## src/rtl/tof_pkg.sv

```systemverilog
// ---------------------------------------------------------------------------
// tof_pkg
// Shared constants for the ToF frame writer: sensor count, zones per sensor,
// distance width, bit positions of the zone/distance fields inside the
// upstream data word, per-sensor counter width and the writer state encoding.
// ---------------------------------------------------------------------------
package tof_pkg;

  localparam int NUM_TOF  = 8;
  localparam int ZONES    = 64;
  localparam int DIST_W   = 16;

  // Field positions inside tof_data: [21:16] zone index, [15:0] distance.
  localparam int DIST_LSB = 0;
  localparam int DIST_MSB = 15;
  localparam int ZONE_LSB = 16;
  localparam int ZONE_MSB = 21;

  // Per-sensor word counter must reach ZONES (64), hence 7 bits.
  localparam int CNT_W    = 7;

  typedef enum logic [1:0] {
    ST_SCAN  = 2'd0,
    ST_WRITE = 2'd1,
    ST_HOLD  = 2'd2
  } fw_state_e;

endpackage

```

## src/rtl/rr_arbiter8.sv

```systemverilog
// ---------------------------------------------------------------------------
// rr_arbiter8
// Purely combinational round-robin pick over 8 requesters: returns the index
// of the first set request bit at or after ptr, wrapping 7 -> 0.
// Ports:
//   req   [7:0] request bits
//   ptr   [2:0] highest-priority index for this pick
//   grant [2:0] chosen index (0 when nothing requests)
//   valid       at least one request bit set
// ---------------------------------------------------------------------------
module rr_arbiter8 (
  input  logic [7:0] req,
  input  logic [2:0] ptr,
  output logic [2:0] grant,
  output logic       valid
);

  logic [2:0] idx_s;

  // Walk the offsets from farthest to nearest so the nearest request wins.
  always_comb begin
    grant = 3'd0;
    valid = 1'b0;
    idx_s = 3'd0;
    for (int k = 7; k >= 0; k--) begin
      idx_s = ptr + 3'(k);
      if (req[idx_s]) begin
        grant = idx_s;
        valid = 1'b1;
      end else begin
        grant = grant;
        valid = valid;
      end
    end
  end

endmodule

```

## src/rtl/tof_frame_writer.sv

```systemverilog
// ---------------------------------------------------------------------------
// tof_frame_writer
// Collects distance words from 8 ToF sensors into a BRAM frame of 8x64 words.
// A round-robin scan picks a pending sensor, the following cycle writes its
// word to {sensor, zone} and pops it. Once every sensor has delivered ZONES
// words the frame is held (frame_rdy) until the reader pulses frame_ack.
// Words arriving for a sensor that is already full are popped and counted
// in a saturating drop counter.
// Ports:
//   clk, reset        rising-edge clock, asynchronous active-high reset
//   tof_rdy   [7:0]   per-sensor word-pending level
//   tof_data  [21:0]  {zone[5:0], distance[15:0]} of sensor tof_sel
//   frame_ack         one-cycle pulse: frame consumed
//   tof_sel   [2:0]   sensor index for the upstream data mux
//   tof_ack   [7:0]   one-hot pop of the selected sensor
//   wea, addra, dina  BRAM port-A write
//   frame_rdy         frame complete level
//   drop_cnt  [7:0]   saturating count of discarded words
// ---------------------------------------------------------------------------
module tof_frame_writer #(
  parameter int NUM_TOF = tof_pkg::NUM_TOF,
  parameter int ZONES   = tof_pkg::ZONES,
  parameter int DIST_W  = tof_pkg::DIST_W
) (
  input  logic               clk,
  input  logic               reset,
  input  logic [NUM_TOF-1:0] tof_rdy,
  input  logic [21:0]        tof_data,
  input  logic               frame_ack,
  output logic [2:0]         tof_sel,
  output logic [NUM_TOF-1:0] tof_ack,
  output logic               wea,
  output logic [8:0]         addra,
  output logic [DIST_W-1:0]  dina,
  output logic               frame_rdy,
  output logic [7:0]         drop_cnt
);

  import tof_pkg::*;

  localparam logic [CNT_W-1:0]   ZONES_C   = CNT_W'(ZONES);
  localparam logic [CNT_W-1:0]   LAST_C    = CNT_W'(ZONES - 1);
  localparam logic [NUM_TOF-1:0] ACK_ONE_C = {{(NUM_TOF-1){1'b0}}, 1'b1};

  fw_state_e           state_q, state_d;
  logic [2:0]          sel_q, sel_d;
  logic [2:0]          ptr_q, ptr_d;
  logic [CNT_W-1:0]    cnt_q [NUM_TOF];
  logic [CNT_W-1:0]    cnt_d [NUM_TOF];
  logic [7:0]          drop_q, drop_d;
  logic                frame_rdy_q, frame_rdy_d;

  logic [2:0]          grant_s;
  logic                grant_valid_s;
  logic [CNT_W-1:0]    cur_cnt_s;
  logic                room_s;
  logic                others_full_s;
  logic                wea_s;
  logic [NUM_TOF-1:0]  ack_s;
  logic [8:0]          addra_s;
  logic [DIST_W-1:0]   dina_s;

  rr_arbiter8 u_arb (
    .req   (tof_rdy),
    .ptr   (ptr_q),
    .grant (grant_s),
    .valid (grant_valid_s)
  );

  // Count of the selected sensor and whether every other sensor is full;
  // together they tell whether this write completes the frame.
  always_comb begin
    cur_cnt_s     = cnt_q[sel_q];
    room_s        = (cur_cnt_s < ZONES_C);
    others_full_s = 1'b1;
    for (int i = 0; i < NUM_TOF; i++) begin
      others_full_s = others_full_s & ((3'(i) == sel_q) || (cnt_q[i] == ZONES_C));
    end
  end

  // Next-state, counters and the combinational port-A write of the WRITE cycle.
  always_comb begin
    state_d     = state_q;
    sel_d       = sel_q;
    ptr_d       = ptr_q;
    cnt_d       = cnt_q;
    drop_d      = drop_q;
    frame_rdy_d = frame_rdy_q;
    wea_s       = 1'b0;
    ack_s       = '0;
    addra_s     = 9'd0;
    dina_s      = '0;
    case (state_q)
      ST_SCAN: begin
        if (grant_valid_s) begin
          sel_d   = grant_s;
          state_d = ST_WRITE;
        end else begin
          state_d = ST_SCAN;
        end
      end
      ST_WRITE: begin
        // The word is popped whether it is stored or dropped.
        ack_s = ACK_ONE_C << sel_q;
        ptr_d = sel_q + 3'd1;
        if (room_s) begin
          wea_s        = 1'b1;
          addra_s      = {sel_q, tof_data[ZONE_MSB:ZONE_LSB]};
          dina_s       = tof_data[DIST_MSB:DIST_LSB];
          cnt_d[sel_q] = cur_cnt_s + 7'd1;
          if (others_full_s && (cur_cnt_s == LAST_C)) begin
            state_d     = ST_HOLD;
            frame_rdy_d = 1'b1;
          end else begin
            state_d     = ST_SCAN;
          end
        end else begin
          drop_d  = (drop_q == 8'hFF) ? drop_q : (drop_q + 8'd1);
          state_d = ST_SCAN;
        end
      end
      ST_HOLD: begin
        if (frame_ack) begin
          state_d     = ST_SCAN;
          frame_rdy_d = 1'b0;
          for (int i = 0; i < NUM_TOF; i++) begin
            cnt_d[i] = '0;
          end
        end else begin
          state_d = ST_HOLD;
        end
      end
      default: begin
        state_d = ST_SCAN;
      end
    endcase
  end

  // State, selection, round-robin pointer, counters and drop count.
  always_ff @(posedge clk or posedge reset) begin
    if (reset) begin
      state_q     <= ST_SCAN;
      sel_q       <= 3'd0;
      ptr_q       <= 3'd0;
      drop_q      <= 8'd0;
      frame_rdy_q <= 1'b0;
      for (int i = 0; i < NUM_TOF; i++) begin
        cnt_q[i] <= '0;
      end
    end else begin
      state_q     <= state_d;
      sel_q       <= sel_d;
      ptr_q       <= ptr_d;
      drop_q      <= drop_d;
      frame_rdy_q <= frame_rdy_d;
      cnt_q       <= cnt_d;
    end
  end

  assign tof_sel   = sel_q;
  assign tof_ack   = ack_s;
  assign wea       = wea_s;
  assign addra     = addra_s;
  assign dina      = dina_s;
  assign frame_rdy = frame_rdy_q;
  assign drop_cnt  = drop_q;

endmodule

```

## config.mk

```make
export PLATFORM = sky130hd
export DESIGN_NAME = tof_frame_writer
export DESIGN_NICKNAME = d
export VERILOG_FILES = /design/src/rtl/tof_pkg.sv /design/src/rtl/rr_arbiter8.sv /design/src/rtl/tof_frame_writer.sv
export SDC_FILE = /design/constraint.sdc
export NUM_CORES = 1
export LEC_CHECK = 0
export BUFFER_PORTS_ARGS = -buffer_cell sky130_fd_sc_hd__buf_2
export CAP_MARGIN = 20
export CELL_PAD_IN_SITES_DETAIL_PLACEMENT = 1
export CELL_PAD_IN_SITES_GLOBAL_PLACEMENT = 2
export CORE_MARGIN = 10
export CORE_UTILIZATION = 39
export CTS_BUF_LIST = sky130_fd_sc_hd__clkbuf_4 sky130_fd_sc_hd__clkbuf_8 sky130_fd_sc_hd__clkbuf_16
export DETAILED_ROUTE_END_ITERATION = 16
export PLACE_DENSITY = 0.89
export REMOVE_ABC_BUFFERS = 1
export SLEW_MARGIN = 25
export SYNTH_ARGS = -nofsm -noshare
export SYNTH_HDL_FRONTEND = slang
export SYNTH_SLANG_ARGS = --single-unit
```

## constraint.sdc

```tcl
create_clock -name clk -period 6.4 [get_ports clk]
set_input_delay 0.96 -clock clk [delete_from_list [all_inputs] [get_ports clk]]
set_output_delay 0.96 -clock clk [all_outputs]
set_load 0.005 [all_outputs]
```

==> results.md, run 1 <==
- Outcome: complete, no violations
- Vias in the first global route: about 4.6k
- Core Area: around 0.013 mm²
- Std-Cell Rows: 41
- Post-Syn Area per Cell: 10.1 µm²
- Vias post-DR: between 4k and 5k
- Final setup TNS: 0 ns
- Die height: 134 µm
- GRT overflow: 0
- Slowest stage delay, CP: between 0.9 and 1 ns
- Worst hold-check path type: register to register
- Synth Register Bits: 73
- Pre-CTS setup slack: ~2.6 ns
- Gp weighted congestion: 0.893
- Syn Inst Count: ~500
- VDD IR max: 218 µV
- Placed inst area: 0.00555 mm²
- Seq/Total Area, Yosys: 0.360
- Die ar.: around 0.018 mm²
- Buffers added on ports: 78
- Number of remaining DRC errors: 0
- Worst skew pair latency: around 0.35 ns
- Top_reg_cell synth: dfrtp_1
- Post-detail-place hpwl: 12.1 mm
- Final Max Tran Viols: 0
- First-pass GRT wire length: 26.5 mm
- Fin util: 0.463
- NumNets Final: slightly above 600
- Synth Warn #: 0
- Critical Path Fanout Max: 32
- FFs w/ async S/R, synth: 1.00
- Final Critical Period: 4.07 ns
- Pin count of the biggest net entering global routing: 74
- Root Driver: clkbuf_16
- Layout cells sized above 1: 0.257
- Clock Tree Buf Depth: 2
- Worst-path clk slew: 0.06 ns
- Total CTS buffers: 9
- Initial antenna violation count: 0
- Post-DRT Antenna Nets: 0
- Distinct cells, synth: 63
- TritonCTS clock tree: done
- Clock sinks: 73
- CP Data Arrival Time: 3.11 ns
- EDFF count, synth: 0
- # setup viols final: 0
- Unrepaired setup endpoints after global routing: false
- Max Cap Viol: 0
- # diodes: 0
- Initial drt markers: 297
- Post-CTS sizing: 0
- Drt first pass iters: 5
- WP data required: 5.44 ns
- Synthesized area: 0.00507 mm²
- Crit start category: register
- CTS Hold Buffers Added: 0
- Rel. slew slack: 0.330
- Slowest stage cell, crit path: dfrtp_1
- Clock skew: 0.00637 ns
- Pwr dens: 573 mW/mm²
- Post-CTS Setup Inserts: 0
- DR WL/cell: 21.8 µm
- Leak: ~2.6 nW
- Chip width: 134 µm
- GRT Overall Usage: 0.184
- Via density: just under 6
- H-tree lvl count: 3
- CP Capture Type: output port
- Final Cell Area: 0.00586 mm²
- Worst slew pin tran: ~1.0 ns
- Period utilization: 0.636
- Initial Util: 0.400
- Area grow syn2layout: 15.7%
- PnR worst setup slack: ~2.3 ns
- Worst setup path class: register to output port
- Routed wire length: 16.2 mm
- Worst-path cell chain: or3b_2, a21oi_1, o21a_1, and2_1, buf_2
- F_max: 246 MHz
- # IOs: 79
- Final hold violation count: 0
## routing by layer
metal	wire (µm)	vias to the layer above	track usage	part of all wire
met5	0	-	0	0
met4	298	0	0.0502	0.018
met3	886	24	0.0400	0.055
met2	8220	109	0.312	0.51
met1	6830	2227	0.232	0.42
li1	-	1992	-	-
## Yosys cell counts (12+ instances only)
cell type,instances,share of area
a22o_1,14,0.024
and2_1,28,0.035
and3_1,13,0.016
clkbuf_1,13,0.0096
dfrtp_1,73,0.36
inv_1,13,0.0096
mux2i_1,44,0.087
mux4_2,19,0.084
nand2_1,56,0.041
nand3_1,13,0.013
nor2_1,30,0.022
o21ai_0,23,0.023
xnor2_1,12,0.021
## cell type report
class	instances	area (µm²)
inverters	17	63.8
well taps	172	215
flip-flops and latches	73	1830
clock inverters	7	77.6
fillers	1450	6810
repair buffers	83	432
multi-input cells	382	3020
clock buffers	9	225
## cell usage in the layout (no fill, tap or decap), types with 5 or more instances in the layout
master	count
buf_2	78
dfrtp_1	73
nand2_1	56
mux2i_1	44
nor2_1	30
and2_1	28
o21ai_0	23
mux4_2	19
a22o_1	14
nand3_1	13
and3_1	13
inv_1	12
xnor2_1	12
mux2_2	11
ha_1	10
a21oi_1	9
clkbuf_16	9
nor2b_1	8
a221oi_1	8
nor4_1	8
nand4_1	6
nor3_1	6
a22oi_1	5
## worst max-delay path: cells and delay by family (launching register included)
family	cells	cell delay [ns]
buffers and inverters	1	0.12
and+or+nand+nor	2	0.73
AOI/OAI and AO/OA	2	0.92
DFF	1	0.97
## metrics by stage
step | std cells | hold WS (ns) | total power, mW
after CTS | 743 | 0.496 | 3.37
final | 743 | 0.490 | 3.36
after floorplan | 472 | 0.463 | 2.21
after global placement | 727 | 0.477 | 2.75
after detailed placement | 727 | 0.486 | 2.82
after global routing | 743 | 0.518 | 3.62
## power by group
| group | internal (mW) | switching (mW) |
|---|---|---|
| Sequential | 0.652 | 0.293 |
| Clock | 0.305 | 0.213 |
| Combinational | 0.818 | 1.08 |
## final timing paths
check / start / end / slack (ns) / cells after the start
max: tof_sel[0]$_DFFE_PP0N_ / dina[9] / 2.33 / 5
min: drop_cnt[4]$_DFFE_PP0P_ / drop_cnt[4]$_DFFE_PP0P_ / 0.49 / 1
max reg2reg: ptr_q[1]$_DFFE_PP0P_ / tof_sel[0]$_DFFE_PP0N_ / 2.69 / 8
min reg2reg: drop_cnt[4]$_DFFE_PP0P_ / drop_cnt[4]$_DFFE_PP0P_ / 0.49 / 1
max in group asynchronous: reset / cnt_q[27]$_DFFE_PP0P_ / 5.15 / 3
min in group asynchronous: reset / cnt_q[19]$_DFFE_PP0P_ / 0.79 / 3
## kinds of logic after synthesis
| logic type | synth area share |
|---|---|
| simple gates | 0.186 |
| compound gates | 0.151 |
| mux | 0.205 |
| flops | 0.360 |
| buf+inv | 0.0449 |
| xor+xnor | 0.0274 |
| fa+ha+maj | 0.0247 |
## flip-flops by register name, indices dropped and copies added (netlist names)
name	flops
drop_cnt	8
frame_rdy	1
state_q	2
cnt_q	56
ptr_q	3
tof_sel	3
No activity file was read; power rests on OpenSTA's default activity.
==> inputs of run 2 (changes only) <==
--- a/config.mk
+++ b/config.mk
@@ -10,10 +10,10 @@
 export CELL_PAD_IN_SITES_DETAIL_PLACEMENT = 1
 export CELL_PAD_IN_SITES_GLOBAL_PLACEMENT = 2
 export CORE_MARGIN = 10
-export CORE_UTILIZATION = 39
+export CORE_UTILIZATION = 37
 export CTS_BUF_LIST = sky130_fd_sc_hd__clkbuf_4 sky130_fd_sc_hd__clkbuf_8 sky130_fd_sc_hd__clkbuf_16
 export DETAILED_ROUTE_END_ITERATION = 16
-export PLACE_DENSITY = 0.89
+export PLACE_DENSITY = 0.86
 export REMOVE_ABC_BUFFERS = 1
 export SLEW_MARGIN = 25
 export SYNTH_ARGS = -nofsm -noshare
==> constraint.sdc (replaced) <==
create_clock -name clk -period 3.8 [get_ports clk]
set_input_delay 0.57 -clock clk [delete_from_list [all_inputs] [get_ports clk]]
set_output_delay 0.57 -clock clk [all_outputs]
set_load 0.005 [all_outputs]
==> run 2 against run 1 <==
Compared with the run above: die area grew 4.6%; via count grew 1.1%; critical endpoint is now dina[12]; global-route usage shrank 0.84 points; critical path type unchanged.
==> results.md, run 2 (same netlist as run 1, synthesis figures left out) <==
- Outcome: complete, no violations (unchanged)
- Area grow syn2layout: 17.2% (was 15.7%)
- Final hold violation count: 0 (unchanged)
- Vias post-DR: 4399 (was 4352)
- Rel. slew slack: 0.420 (was 0.330)
- WP data required: 3.23 ns (was 5.44 ns)
- Clock Tree Buf Depth: 2 (unchanged)
- Routed wire length: 16.1 mm (was 16.2 mm)
- R2R depth: 7 (was 8)
- # IOs: 79 (unchanged)
- Leak: 2.66 nW (was 2.61 nW)
- # setup viols final: 0 (unchanged)
- Met3 Usage GRT: 0.0330 (was 0.0400)
- Biggest register: cnt_q (unchanged)
- Post-DRT Antenna Nets: 0 (unchanged)
- Initial drt markers: 247 (was 297)
- Busiest grt layer: met2 (unchanged)
- Layout cells sized above 1: 0.272 (was 0.257)
- Final Max Tran Viols: 0 (unchanged)
- Crit start category: register (unchanged)
- Initial Util: 0.380 (was 0.400)
- Drt first pass iters: 5 (unchanged)
- Post-CTS Setup Inserts: 0 (unchanged)
- TritonCTS clock tree: done (unchanged)
- Via density: 5.78 (was 5.86)
- Max FFs per register: 56 (unchanged)
- Met1 usage: 0.216 (was 0.232)
- First-pass GRT wire length: 26.0 mm (was 26.5 mm)
- Die ar.: 0.0188 mm² (was 0.0180 mm²)
- Final setup TNS: 0 ns (unchanged)
- CP Data Arrival Time: 2.90 ns (was 3.11 ns)
- Buffers added on ports: 78 (unchanged)
- Worst flop-to-flop path endpoint: tof_sel[2]$_DFFE_PP0N_ (was tof_sel[0]$_DFFE_PP0N_)
- Worst setup path class: register to output port (unchanged)
- Core Area: 0.0133 mm² (was 0.0127 mm²)
- Die height: 137 µm (was 134 µm)
- CP top delay family: compound AO/OA/AOI/OAI gates (was flip-flops)
- Post-CTS sizing: 0 (unchanged)
- Post-detail-place hpwl: 12.2 mm (was 12.1 mm)
- Most common library cell in the layout ignoring fill and taps: buf_2 (unchanged)
- Slowest stage delay, CP: 0.84 ns (was 0.97 ns)
- DR WL/cell: 21.2 µm (was 21.8 µm)
- Initial antenna violation count: 0 (unchanged)
- Max Cap Viol: 0 (unchanged)
- Number of remaining DRC errors: 0 (unchanged)
- H-tree lvl count: 3 (unchanged)
- Pin count of the biggest net entering global routing: 51 (was 74)
- NumNets Final: 623 (was 609)
- Worst-path clk slew: 0.06 ns (about the same)
- Worst-path cell chain: or3b_2, a21oi_1, o21a_1, and2_1, buf_2 (unchanged)
- Std-Cell Rows: 42 (was 41)
- Worst skew pair latency: 0.35 ns (about the same)
- Flop-to-flop setup slack: 0.48 ns (was 2.69 ns)
- F_max: 288 MHz
- Fin util: 0.445 (was 0.463)
- Critical Path Fanout Max: 32 (unchanged)
- Total CTS buffers: 9 (unchanged)
- Vias in the first global route: 4622 (was 4634)
- Slowest stage cell, crit path: dfrtp_1 (unchanged)
- # diodes: 0 (unchanged)
- Worst hold-check path type: input pin to asynchronous set/reset pin (was register to register)
- RR Startpoint: ptr_q[1]$_DFFE_PP0P_ (unchanged)
- Crit path buf inv count: 1 (unchanged)
- Unrepaired setup endpoints after global routing: false (unchanged)
- Clock sinks: 73 (unchanged)
- GRT overflow: 0 (unchanged)
- Root Driver: clkbuf_16 (unchanged)
- GRT Overall Usage: 0.176 (was 0.184)
- Gp weighted congestion: 0.929 (was 0.893)
- Final Critical Period: about 3.5 ns
- Pwr dens: 961 mW/mm² (was 573 mW/mm²)
- CP Capture Type: output port (unchanged)
- CTS Hold Buffers Added: 0 (unchanged)
- Worst slew pin tran: 0.864 ns (was 1.00 ns)
- Met2 usage: 0.305 (was 0.312)
- Chip width: 137 µm (was 134 µm)
- Period utilization: 0.914
- Clock skew: 0.00754 ns (was 0.00637 ns)
- Commonest non-fill, non-tap cells in the layout: buf_2 (78), dfrtp_1 (73), nand2_1 (56) (unchanged)
- VDD IR max: 398 µV (was 218 µV)
[run 2: how the worst max path moves through the flow]
stage,from,end,cells after the start
after floorplan,tof_sel[2]$_DFFE_PP0N_,cnt_q[36]$_DFFE_PP0P_,5
after global placement,tof_sel[2]$_DFFE_PP0N_,cnt_q[23]$_DFFE_PP0P_,6
after detailed placement,ptr_q[1]$_DFFE_PP0P_,tof_sel[2]$_DFFE_PP0N_,7
after CTS,tof_sel[2]$_DFFE_PP0N_,dina[12],5
after global routing,tof_sel[2]$_DFFE_PP0N_,dina[12],5
final,tof_sel[2]$_DFFE_PP0N_,dina[12],5
[run 2: routing by layer]
metal | share of wire | routed length, µm | up-vias
met1 | 0.42 | 6700 | 2265
met3 | 0.054 | 870 | 16
met4 | 0.014 | 227 | 0
met2 | 0.52 | 8340 | 117
met5 | 0 | 0 | -
li1 | - | - | 2001
[run 2: metrics by stage]
stage / power (mW) / cell area [µm²] / std cells / setup slack [ns] / hold slack (ns)
after floorplan: 3.72 / 4900 / 472 / 0.662 / 0.463
after global placement: 4.78 / 5660 / 745 / 0.633 / 0.474
after detailed placement: 4.89 / 5660 / 745 / 0.467 / 0.487
after CTS: 5.74 / 5940 / 761 / 0.291 / 0.492
after global routing: 6.14 / 5940 / 761 / 0.0764 / 0.426
final: 5.70 / 5940 / 761 / 0.328 / 0.349
[run 2: cell type report]
cell class | count | area, µm²
clock buffers | 9 | 225
clock inverters | 7 | 53.8
fillers | 1541 | 7410
inverters | 17 | 65.1
multi-input cells | 382 | 3010
flip-flops and latches | 73 | 1830
well taps | 176 | 220
repair buffers | 97 | 533
[run 2: where the power goes]
part | leakage [nW] | internal, mW | switching, mW
Combinational | 1.62 | 1.47 | 1.89
Sequential | 0.913 | 1.10 | 0.440
Clock | 0.128 | 0.446 | 0.356
Total | 2.66 | 3.02 | 2.68
==> inputs of run 3 (changes only) <==
--- a/config.mk
+++ b/config.mk
@@ -10,10 +10,10 @@
 export CELL_PAD_IN_SITES_DETAIL_PLACEMENT = 1
 export CELL_PAD_IN_SITES_GLOBAL_PLACEMENT = 2
 export CORE_MARGIN = 10
-export CORE_UTILIZATION = 37
+export CORE_UTILIZATION = 39
 export CTS_BUF_LIST = sky130_fd_sc_hd__clkbuf_4 sky130_fd_sc_hd__clkbuf_8 sky130_fd_sc_hd__clkbuf_16
 export DETAILED_ROUTE_END_ITERATION = 16
-export PLACE_DENSITY = 0.86
+export PLACE_DENSITY = 0.89
 export REMOVE_ABC_BUFFERS = 1
 export SLEW_MARGIN = 25
 export SYNTH_ARGS = -nofsm -noshare
==> constraint.sdc (replaced) <==
create_clock -name clk -period 4 [get_ports clk]
set_input_delay 0.6 -clock clk [delete_from_list [all_inputs] [get_ports clk]]
set_output_delay 0.6 -clock clk [all_outputs]
set_load 0.005 [all_outputs]
==> run 3 against run 2 <==
Compared with the run above: hold slack got worse by 0.17 ns; clock-buffer cell count increased by 2; highest routed layer unchanged; power decreased by 3.5%; clock power increased by 3.7%; register-to-register slack improved by 0.22 ns; sequential share of layout area decreased by 0.097 points; die area decreased by 4.4%; largest power group unchanged; cell area increased by 0.32%; sequential power decreased by 6%; critical path depth increased by 1; critical path type unchanged; non-clock buffer count unchanged.
==> results.md, run 3 (same netlist as run 1, synthesis figures left out) <==
- Outcome: complete, no violations (unchanged)
- Total CTS buffers: 9 (unchanged)
- H-tree lvl count: 3 (unchanged)
- Number of remaining DRC errors: 0 (unchanged)
- DR WL/cell: 21.8 µm (was 21.2 µm)
- Max Cap Viol: 0 (unchanged)
- CP Depth: 6 (was 5)
- CP Data Arrival Time: 2.83 ns (was 2.90 ns)
- Post-DRT Antenna Nets: 0 (unchanged)
- Die ar.: 0.0180 mm² (was 0.0188 mm²)
- Root Driver: clkbuf_16 (unchanged)
- Post-CTS Setup Inserts: 0 (unchanged)
- Crit start category: register (unchanged)
- NumNets Final: 623 (unchanged)
- Post-detail-place hpwl: 12.3 mm (was 12.2 mm)
- Rel. slew slack: 0.408 (was 0.420)
- Slowest stage delay, CP: 0.74 ns (was 0.84 ns)
- CP Capture Type: output port (unchanged)
- # diodes: 0 (unchanged)
- TritonCTS clock tree: done (unchanged)
- Max FFs per register: 56 (unchanged)
- Worst slew pin tran: 0.885 ns (was 0.864 ns)
- Crit. Startpoint: tof_sel[2]$_DFFE_PP0N_ (unchanged)
- Final setup TNS: 0 ns (unchanged)
- Biggest register: cnt_q (unchanged)
- Worst hold-check path type: input pin to asynchronous set/reset pin (unchanged)
- WP data required: 3.40 ns (was 3.23 ns)
- Worst flop-to-flop path endpoint: tof_sel[2]$_DFFE_PP0N_ (unchanged)
- Area grow syn2layout: 17.5% (was 17.2%)
- Post-CTS sizing: 0 (unchanged)
- Die height: 134 µm (was 137 µm)
- Drt first pass iters: 4 (was 5)
- Gp weighted congestion: 0.893 (was 0.929)
- CP top delay family: flip-flops (was compound AO/OA/AOI/OAI gates)
- Vias post-DR: 4403 (was 4399)
- Layout cells sized above 1: 0.274 (was 0.272)
- Initial drt markers: 325 (was 247)
- Worst setup path class: register to output port (unchanged)
- GRT Overall Usage: 0.186 (was 0.176)
- Worst-path clk slew: 0.06 ns (about the same)
- Critical Path Fanout Max: 21 (was 32)
- Period utilization: 0.858
- Final Max Tran Viols: 0 (unchanged)
- Slowest stage cell, crit path: dfrtp_1 (unchanged)
- Leak: 2.68 nW (was 2.66 nW)
- Flop-to-flop setup slack: 0.70 ns (was 0.48 ns)
- Buffers added on ports: 78 (unchanged)
- Std-Cell Rows: 41 (was 42)
- Pwr dens: 925 mW/mm² (was 961 mW/mm²)
- # IOs: 79 (unchanged)
- Chip width: 134 µm (was 137 µm)
- VDD IR max: 361 µV (was 398 µV)
- Pin count of the biggest net entering global routing: 65 (was 51)
- Commonest non-fill, non-tap cells in the layout: buf_2 (78), dfrtp_1 (73), nand2_1 (55) (was buf_2 (78), dfrtp_1 (73), nand2_1 (56))
- Worst-path cell chain: or3b_2, a21oi_1, o21a_1, buf_4, and2_1, buf_2 (was or3b_2, a21oi_1, o21a_1, and2_1, buf_2)
- Via density: 5.82 (was 5.78)
- Crit path buf inv count: 2 (was 1)
- RR Startpoint: ptr_q[1]$_DFFE_PP0P_ (unchanged)
- CTS Hold Buffers Added: 0 (unchanged)
- Worst skew pair latency: 0.34 ns (was 0.35 ns)
- Routed wire length: 16.5 mm (was 16.1 mm)
- Vias in the first global route: 4767 (was 4622)
- F_max: 291 MHz
- R2R depth: 8 (was 7)
- Fillers: 1487 (was 1541)
- Most common library cell in the layout ignoring fill and taps: buf_2 (unchanged)
- Initial Util: 0.400 (was 0.380)
- Unrepaired setup endpoints after global routing: false (unchanged)
- Final Critical Period: 3.43 ns
- # setup viols final: 0 (unchanged)
- Hold slack: 0.178 ns (was 0.349 ns)
- Clock Tree Buf Depth: 2 (unchanged)
- Core Area: 0.0127 mm² (was 0.0133 mm²)
- GRT overflow: 0 (unchanged)
- Clock sinks: 73 (unchanged)
- Setup crit end: addra[2] (was dina[12])
- Initial antenna violation count: 0 (unchanged)
- Final hold violation count: 0 (unchanged)
- First-pass GRT wire length: 27.0 mm (was 26.0 mm)
- Clock skew: 0.0112 ns (was 0.00754 ns)
[run 3: changes by cell type in the layout (fill, tap and decap cells not counted)]
cell	change
bufinv_16	+1
clkbuf_4	+1
clkbuf_8	+1
clkinv_4	-1
clkinvlp_4	-1
inv_2	+1
inv_6	-2
nand2_1	-1
nand2_2	+1
[run 3: final cells by class]
type | instances | area, µm² | area share
multi-input cells | 382 | 3020 | 0.506
repair buffers | 97 | 533 | 0.0895
clock buffers | 11 | 246 | 0.0414
clock inverters | 5 | 55.1 | 0.00924
inverters | 17 | 63.8 | 0.0107
flip-flops and latches | 73 | 1830 | 0.307
well taps | 172 | 215 | 0.0361
[run 3: metrics by stage]
step	worst slack, ns	utilization	area, µm²	cells	total power [mW]
after CTS	0.577	0.470	5960	757	5.51
after detailed placement	0.731	0.446	5650	741	4.66
after global routing	0.396	0.470	5960	757	5.93
final	0.566	0.470	5960	757	5.51
after floorplan	0.862	-	4900	472	3.54
after global placement	0.791	0.446	5650	741	4.56
[run 3: worst min path at each step]
stage / from / to / slack [ns] / depth (start not counted)
floorplan: cnt_q[48]$_DFFE_PP0P_ / cnt_q[48]$_DFFE_PP0P_ / 0.46 / 2
global placement: drop_cnt[4]$_DFFE_PP0P_ / drop_cnt[4]$_DFFE_PP0P_ / 0.48 / 1
detailed placement: drop_cnt[6]$_DFFE_PP0P_ / drop_cnt[6]$_DFFE_PP0P_ / 0.48 / 1
CTS: reset / ptr_q[1]$_DFFE_PP0P_ / 0.18 / 2
global route: reset / ptr_q[1]$_DFFE_PP0P_ / 0.19 / 2
finish: reset / ptr_q[1]$_DFFE_PP0P_ / 0.18 / 2
[run 3: per-layer routing]
layer	global-route usage	part of all wire
met1	0.240	0.44
met2	0.305	0.48
met3	0.0373	0.056
met4	0.0593	0.021
met5	0	0
[run 3: worst register-to-register path, delay by kind of cell (launching register included)]
kind,cells,cell delay [ns]
adders and majority gates,1,0.62
buffers and inverters,1,0.21
AOI/OAI and AO/OA,4,1.02
DFF,1,0.71
muxes,2,0.69
[run 3: power by group]
part	internal (mW)	switching, mW
sequential	1.05	0.399
clock	0.505	0.326
combinational	1.41	1.83
